--- config.mk ---
export PLATFORM = sky130hd
export DESIGN_NAME = vec_scale_arb
export DESIGN_NICKNAME = d
export VERILOG_FILES = /design/src/rtl/vec_pkg.sv /design/src/rtl/rr_arbiter.sv /design/src/rtl/vec_scale_arb.sv
export SDC_FILE = /design/constraint.sdc
export NUM_CORES = 2
export LEC_CHECK = 0
export BUFFER_PORTS_ARGS = -buffer_cell sky130_fd_sc_hd__buf_2
export CORE_MARGIN = 4
export CORE_UTILIZATION = 44
export CTS_CLUSTER_DIAMETER = 150
export CTS_CLUSTER_SIZE = 28
export DETAILED_ROUTE_END_ITERATION = 12
export PLACE_DENSITY_LB_ADDON = 0.3
export SLEW_MARGIN = 15
export SYNTH_ARGS = -nofsm -noshare
export SYNTH_HDL_FRONTEND = slang
export SYNTH_HIERARCHICAL = 1
export SYNTH_SLANG_ARGS = --single-unit
--- constraint.sdc ---
create_clock -name clk -period 15.35 [get_ports clk]
set_clock_uncertainty 0.2 [all_clocks]
set_input_delay 3.07 -clock clk [delete_from_list [all_inputs] [get_ports clk]]
set_output_delay 3.07 -clock clk [all_outputs]
set_load 0.05 [all_outputs]
--- src/rtl/vec_pkg.sv ---
//==============================================================================
// Module  : vec_pkg
// Brief   : Shared types, constants and the per-component scaling function
//           for the vec_scale_arb shared vector-scaling unit.
//           Build option: VEC_SCALE_FIXED_EN selects signed Q16.16 arithmetic;
//           when undefined, the unit does wrapping 32-bit integer multiply.
// Revision: 1.0 - initial release
//==============================================================================
`default_nettype none

package vec_pkg;

    localparam int COMP_W = 32;
    localparam int VEC_W  = 96;
    localparam int FRAC_W = 16;

    typedef logic [COMP_W-1:0] scalar_t;

    // x occupies the most significant slot so that {x,y,z} packs naturally
    typedef struct packed {
        scalar_t x;
        scalar_t y;
        scalar_t z;
    } vec3_t;

    typedef enum logic [2:0] {
        ST_IDLE  = 3'd0,
        ST_MUL_X = 3'd1,
        ST_MUL_Y = 3'd2,
        ST_MUL_Z = 3'd3,
        ST_DONE  = 3'd4
    } state_e;

    // One component times the scalar. Called from a single site in the top
    // so that exactly one multiplier is built.
    function automatic scalar_t scale_comp(input scalar_t op, input scalar_t scale);
`ifdef VEC_SCALE_FIXED_EN
        logic signed [2*COMP_W-1:0] prod;
        // Signed Q16.16 product; the arithmetic shift floors toward -inf
        prod = $signed(op) * $signed(scale);
        return scalar_t'(prod >>> FRAC_W);
`else
        // Integer mode: keep the low word, wrapping modulo 2^32
        return op * scale;
`endif
    endfunction

endpackage

`default_nettype wire

--- src/rtl/rr_arbiter.sv ---
//==============================================================================
// Module  : rr_arbiter
// Brief   : Combinational round-robin picker. Grants the first asserted
//           request at or after ptr_i, wrapping modulo NREQ. The pointer
//           itself is owned by the instantiating block.
// Revision: 1.0 - initial release
//==============================================================================
`default_nettype none

module rr_arbiter #(
    parameter int NREQ = 3
) (
    input  logic [NREQ-1:0]         req_i,
    input  logic [$clog2(NREQ)-1:0] ptr_i,
    output logic [NREQ-1:0]         grant_o,
    output logic [$clog2(NREQ)-1:0] idx_o,
    output logic                    any_o
);

    localparam int ID_W = $clog2(NREQ);

    // Scan NREQ positions starting at the pointer; the first hit wins
    always_comb begin
        int k;
        k       = 0;
        grant_o = '0;
        idx_o   = '0;
        any_o   = 1'b0;
        for (int i = 0; i < NREQ; i++) begin
            k = int'(ptr_i) + i;
            if (k >= NREQ) begin
                k = k - NREQ;
            end
            if (!any_o && req_i[k]) begin
                any_o      = 1'b1;
                idx_o      = k[ID_W-1:0];
                grant_o[k] = 1'b1;
            end
        end
    end

endmodule

`default_nettype wire

--- src/rtl/vec_scale_arb.sv ---
//==============================================================================
// Module  : vec_scale_arb
// Brief   : Shared vector-scaling unit. A round-robin arbiter accepts one
//           {x,y,z} vector plus scalar from up to NREQ requesters; a small FSM
//           pushes x, y and z through one shared multiplier over three cycles
//           and returns the scaled vector with the owner's id on a
//           valid/ready port.
//           Build option: VEC_SCALE_FIXED_EN selects signed Q16.16 arithmetic
//           (see vec_pkg::scale_comp); integer mode otherwise.
// Revision: 1.0 - initial release
//==============================================================================
`default_nettype none

module vec_scale_arb
    import vec_pkg::*;
#(
    parameter int NREQ = 3
) (
    input  logic                    clk,
    input  logic                    rst_n,
    input  logic [NREQ-1:0]         req_valid,
    output logic [NREQ-1:0]         req_ready,
    input  logic [NREQ*VEC_W-1:0]   req_vec,
    input  logic [NREQ*COMP_W-1:0]  req_scale,
    output logic                    out_valid,
    input  logic                    out_ready,
    output logic [VEC_W-1:0]        out_vec,
    output logic [$clog2(NREQ)-1:0] out_id,
    output logic                    busy
);

    localparam int ID_W = $clog2(NREQ);
    localparam logic [ID_W-1:0] C_LAST_ID = ID_W'(NREQ - 1);

    state_e          state_q;
    logic [ID_W-1:0] rr_ptr_q;
    logic [ID_W-1:0] rr_ptr_d;
    logic [ID_W-1:0] out_id_q;
    vec3_t           op_q;
    scalar_t         scale_q;
    vec3_t           out_vec_q;
    logic            out_valid_q;
    logic            busy_q;

    vec3_t           req_vec_arr   [NREQ];
    scalar_t         req_scale_arr [NREQ];

    logic [NREQ-1:0] arb_grant;
    logic [ID_W-1:0] arb_idx;
    logic            arb_any;

    scalar_t         mul_op;
    scalar_t         mul_res;

    // Split the flat request buses into per-requester lanes
    for (genvar k = 0; k < NREQ; k++) begin : g_unpack
        assign req_vec_arr[k]   = req_vec[k*VEC_W +: VEC_W];
        assign req_scale_arr[k] = req_scale[k*COMP_W +: COMP_W];
    end

    rr_arbiter #(
        .NREQ (NREQ)
    ) u_arb (
        .req_i   (req_valid),
        .ptr_i   (rr_ptr_q),
        .grant_o (arb_grant),
        .idx_o   (arb_idx),
        .any_o   (arb_any)
    );

    // Pointer moves to the slot just after the winner so it has lowest priority next
    assign rr_ptr_d = (arb_idx == C_LAST_ID) ? '0 : arb_idx + ID_W'(1);

    // Accept only while idle; reset also forces the handshake low
    assign req_ready = (rst_n && (state_q == ST_IDLE)) ? arb_grant : '0;

    // Component mux in front of the single shared multiplier
    always_comb begin
        mul_op = op_q.z;
        case (state_q)
            ST_MUL_X: mul_op = op_q.x;
            ST_MUL_Y: mul_op = op_q.y;
            default:  mul_op = op_q.z;
        endcase
    end

    assign mul_res = scale_comp(mul_op, scale_q);

    // Control FSM: grant, three multiply steps, then hold the result until taken
    always_ff @(posedge clk or negedge rst_n) begin
        if (!rst_n) begin
            state_q     <= ST_IDLE;
            rr_ptr_q    <= '0;
            out_id_q    <= '0;
            op_q        <= '0;
            scale_q     <= '0;
            out_vec_q   <= '0;
            out_valid_q <= 1'b0;
            busy_q      <= 1'b0;
        end else begin
            case (state_q)
                ST_IDLE: begin
                    if (arb_any) begin
                        op_q     <= req_vec_arr[arb_idx];
                        scale_q  <= req_scale_arr[arb_idx];
                        out_id_q <= arb_idx;
                        rr_ptr_q <= rr_ptr_d;
                        busy_q   <= 1'b1;
                        state_q  <= ST_MUL_X;
                    end
                end
                ST_MUL_X: begin
                    out_vec_q.x <= mul_res;
                    state_q     <= ST_MUL_Y;
                end
                ST_MUL_Y: begin
                    out_vec_q.y <= mul_res;
                    state_q     <= ST_MUL_Z;
                end
                ST_MUL_Z: begin
                    out_vec_q.z <= mul_res;
                    out_valid_q <= 1'b1;
                    state_q     <= ST_DONE;
                end
                ST_DONE: begin
                    if (out_ready) begin
                        out_valid_q <= 1'b0;
                        busy_q      <= 1'b0;
                        state_q     <= ST_IDLE;
                    end
                end
                default: begin
                    out_valid_q <= 1'b0;
                    busy_q      <= 1'b0;
                    state_q     <= ST_IDLE;
                end
            endcase
        end
    end

    assign out_valid = out_valid_q;
    assign out_vec   = out_vec_q;
    assign out_id    = out_id_q;
    assign busy      = busy_q;

endmodule

`default_nettype wire

==> out/summary.txt <==
result of the run: completed
net count of the mapped netlist: 4102
filler cell count: 6096
Final Net Count: 4437
top cell family by delay on the critical path: adder cells
Crit path required time: 15.61 ns
biggest cell delay along the critical path: 1.08 ns
final total negative setup slack: 0 ns
global routing usage summed across all routing layers: 26.3%
library cells used by synthesis: 66
Worst Hold Class: reg2reg
launch instance of the worst register-to-register path: state_q[2]
fin crit share: 66.0%
post-DR vias/cell: 5.25
count of cells along the worst hold path: 2
clock latency reported for the late side of the worst-skew pair: 0.52 ns
area added between synthesis and finish: 12.3%
number of enable-type register cells in the synthesized netlist: 0
via count of the first global-routing pass: 23300
post-CTS setup repair buffer count: 0
kind of capture point of the worst setup path: flop
number of sinks driven by the clock tree: 233
clock tree from TritonCTS: done
final weighted congestion in routability-driven placement: 0.931
share of the synthesized area in the top cell type: 29.1%
cts-stage hold buffer count: 0
part of the Yosys area used for sequential elements: 20.8%
Hold Path End: out_vec[21]
# IOs: 493
fmax: 0.0987 GHz
source of the critical timing path: state_q[2]
clk buf depth: 3
Min-Delay Startpoint: out_vec[21]
antenna violations before repair: 8
dominant register cell in the synthesized netlist: dfrtp_1
FF-to-FF setup slack: 5.22 ns
Setup CP Type: reg2reg
final slew viol count: 0
remaining number of nets flagged by the antenna check after routing: 0
wire length of the first global-routing pass: 138000 um
critical-path maximum fanout: 68
worst setup slack before clock tree synthesis: 5.31 ns
horizontal die dimension: 261 um
share of post-route cells with drive strength above 1: 16.2%
initial standard-cell utilization of the core: 44.5%
count of TritonRoute iterations in the first routing pass: 6
gate count after technology mapping: 3177
actual slew at the worst max-slew pin: 1.22 ns
flops & latches, synth: 233
Slew Limit Headroom: 18.7%
number of gates resized after CTS: 0
placed wire-length estimate after detailed placement: 72100 um
minimum period implied by the final worst setup slack: 10.13 ns
total clock buffers created by CTS: 13
Reg2Reg Depth: 26
routed len/inst: 20.6 um
average size of a mapped cell: 8.84 um^2
synth warn: 6
slowest CP cell: a311o_1
number of vias in the routed layout: 22900
DRC violations left: 0
die area: 67900 um^2
kind of launch point of the worst setup path: flop
total count of hold-check failures in the final report: 0
number of max-cap violations: 0
Row Count: 92
storage element area: 5830 um^2
count of buffer and inverter cells on the critical path: 5
total of endpoints with negative setup slack in the final report: 0
clock root cell: clkbuf_16
Starting DRT DRC Count: 1602
die span in y: 261 um
total wire length: 90100 um
clock-pin slew of the registers on the worst-case setup and hold paths: 0.12 ns
IO buf count: 492
pin count of the biggest net entering global routing: 138
async set-or-reset flop fraction in the synthesized netlist: 100%
floorplan core area: 63100 um^2
Critical Path AT: 10.39 ns
most prevalent standard cell on the critical path: fa_1
unrepaired setup endpoints after global routing: false
worst flop-to-flop path endpoint: out_vec[31]
setup ws final: 5.22 ns
number of H-tree levels: 1
mapped cell area: 28100 um^2
area leader, netlist: fa_1
biggest area contributors in the synthesized netlist: fa_1 (29%), dfrtp_1 (21%), nand2_1 (6.9%), inv_1 (5.9%), ha_1 (5.7%)
multi-input gate area in the final layout: 19800 um^2
remaining global-route overflow: 0
==> cell type report <==
cell class	count	share of cell area (%)
inverters	442	5.26
diodes	3	0.0238
flip-flops and latches	233	18.5
well taps	846	3.36
clock inverters	3	0.186
multi-input cells	2297	62.9
repair buffers	525	8.67
clock buffers	14	1.08
==> worst max path at each step <==
| stage | end | slack, ns | cells after the start |
|---|---|---|---|
| 3_5_place_dp | out_vec[95] | 5.31 | 26 |
| 5_1_grt | out_vec[31] | 4.68 | 25 |
| 6_report | out_vec[31] | 5.22 | 26 |
| 2_1_floorplan | out_vec[30] | 6.85 | 31 |
| 4_1_cts | out_vec[31] | 5.29 | 26 |
| 3_3_place_gp | out_vec[95] | 5.46 | 25 |
==> layer usage <==
| layer | share of wire, % | vias to the layer above | routed length (um) | global-route usage, % |
|---|---|---|---|---|
| met2 | 49 | 821 | 44300 | 45.0 |
| met3 | 6.0 | 163 | 5380 | 3.36 |
| li1 | - | 10600 | - | - |
| met1 | 40 | 11300 | 36500 | 34.5 |
| met4 | 4.4 | 4 | 3930 | 9.84 |
| met5 | 0.024 | - | 22 | 0 |
==> cell families after synthesis <==
| logic type | after synthesis | share of synthesized area (%) |
|---|---|---|
| AO/OA/AOI/OAI | 512 | 10.3 |
| XOR/XNOR | 74 | 2.78 |
| multiplexers | 131 | 4.76 |
| flip-flops | 233 | 20.8 |
| adder cells (fa/ha/maj) | 535 | 34.7 |
| AND/OR/NAND/NOR | 1045 | 17.8 |
| buffers and inverters | 647 | 8.79 |
==> Yosys cell counts, drive strengths merged, types with 3 or more instances <==
cell type / count
and4bb: 3
nand3: 11
nor4bb: 30
a21oi: 168
or3: 3
nor3b: 4
and3: 14
clkbuf: 190
nor2: 150
nor2b: 73
and2: 200
nand2: 516
a31oi: 3
a211o: 4
dfrtp: 233
a2111oi: 3
a21o: 9
mux2i: 131
o2111ai: 3
buf: 15
xor2: 14
xnor2: 51
nand2b: 25
o31ai: 5
a311o: 16
o211ai: 15
xnor3: 9
a22oi: 8
o21bai: 8
o21ai: 242
ha: 127
o21a: 4
inv: 441
fa: 408
a22o: 9
nor3: 10
==> flip-flops by register name, summed over array words and instances, names as in the netlist <==
name and flops:
busy 1, op_q 96, out_id 2, out_valid 1, out_vec 96, rr_ptr_q 2, scale_q 32, state_q 3
==> worst register-to-register path, delay by kind of cell (launching register included) <==
kind	cells	cell delay, ns
and+or+nand+nor	5	1.03
AOI/OAI and AO/OA	6	2.63
adders and majority gates	9	4.13
xor gates and xnor gates	1	0.52
DFF	1	0.41
buffers and inverters	5	1.14
==> per-stage QoR <==
stage,area (um^2),hold slack (ns),utilization [%],std cells
floorplan,28100,0.241,-,3177
global placement,31100,0.255,49.3,4343
detailed placement,31100,0.262,49.3,4343
CTS,31500,0.288,50.0,4360
global route,31500,0.306,50.0,4362
finish,31500,0.281,50.0,4363
==> placed cells by master (no fill, tap or decap), drive strengths merged, types with 4 or more instances in the layout <==
master  count
and2      200
nor2b      73
o211ai     15
o21bai      8
nand2b     25
a311o      16
clkbuf     14
and3       14
inv       443
a21o        9
xnor2      51
o31ai       5
dfrtp     233
nor2      150
a22oi       8
o21ai     242
nor4bb     30
nand3      11
nand2     516
o21a        4
a22o        9
nor3b       4
xor2       14
a211o       4
nor3       10
fa        408
ha        127
xnor3       9
buf       525
mux2i     131
a21oi     168
Power is not shown: default switching activity piles up to over one toggle a cycle in this logic, so the estimate is an artifact.
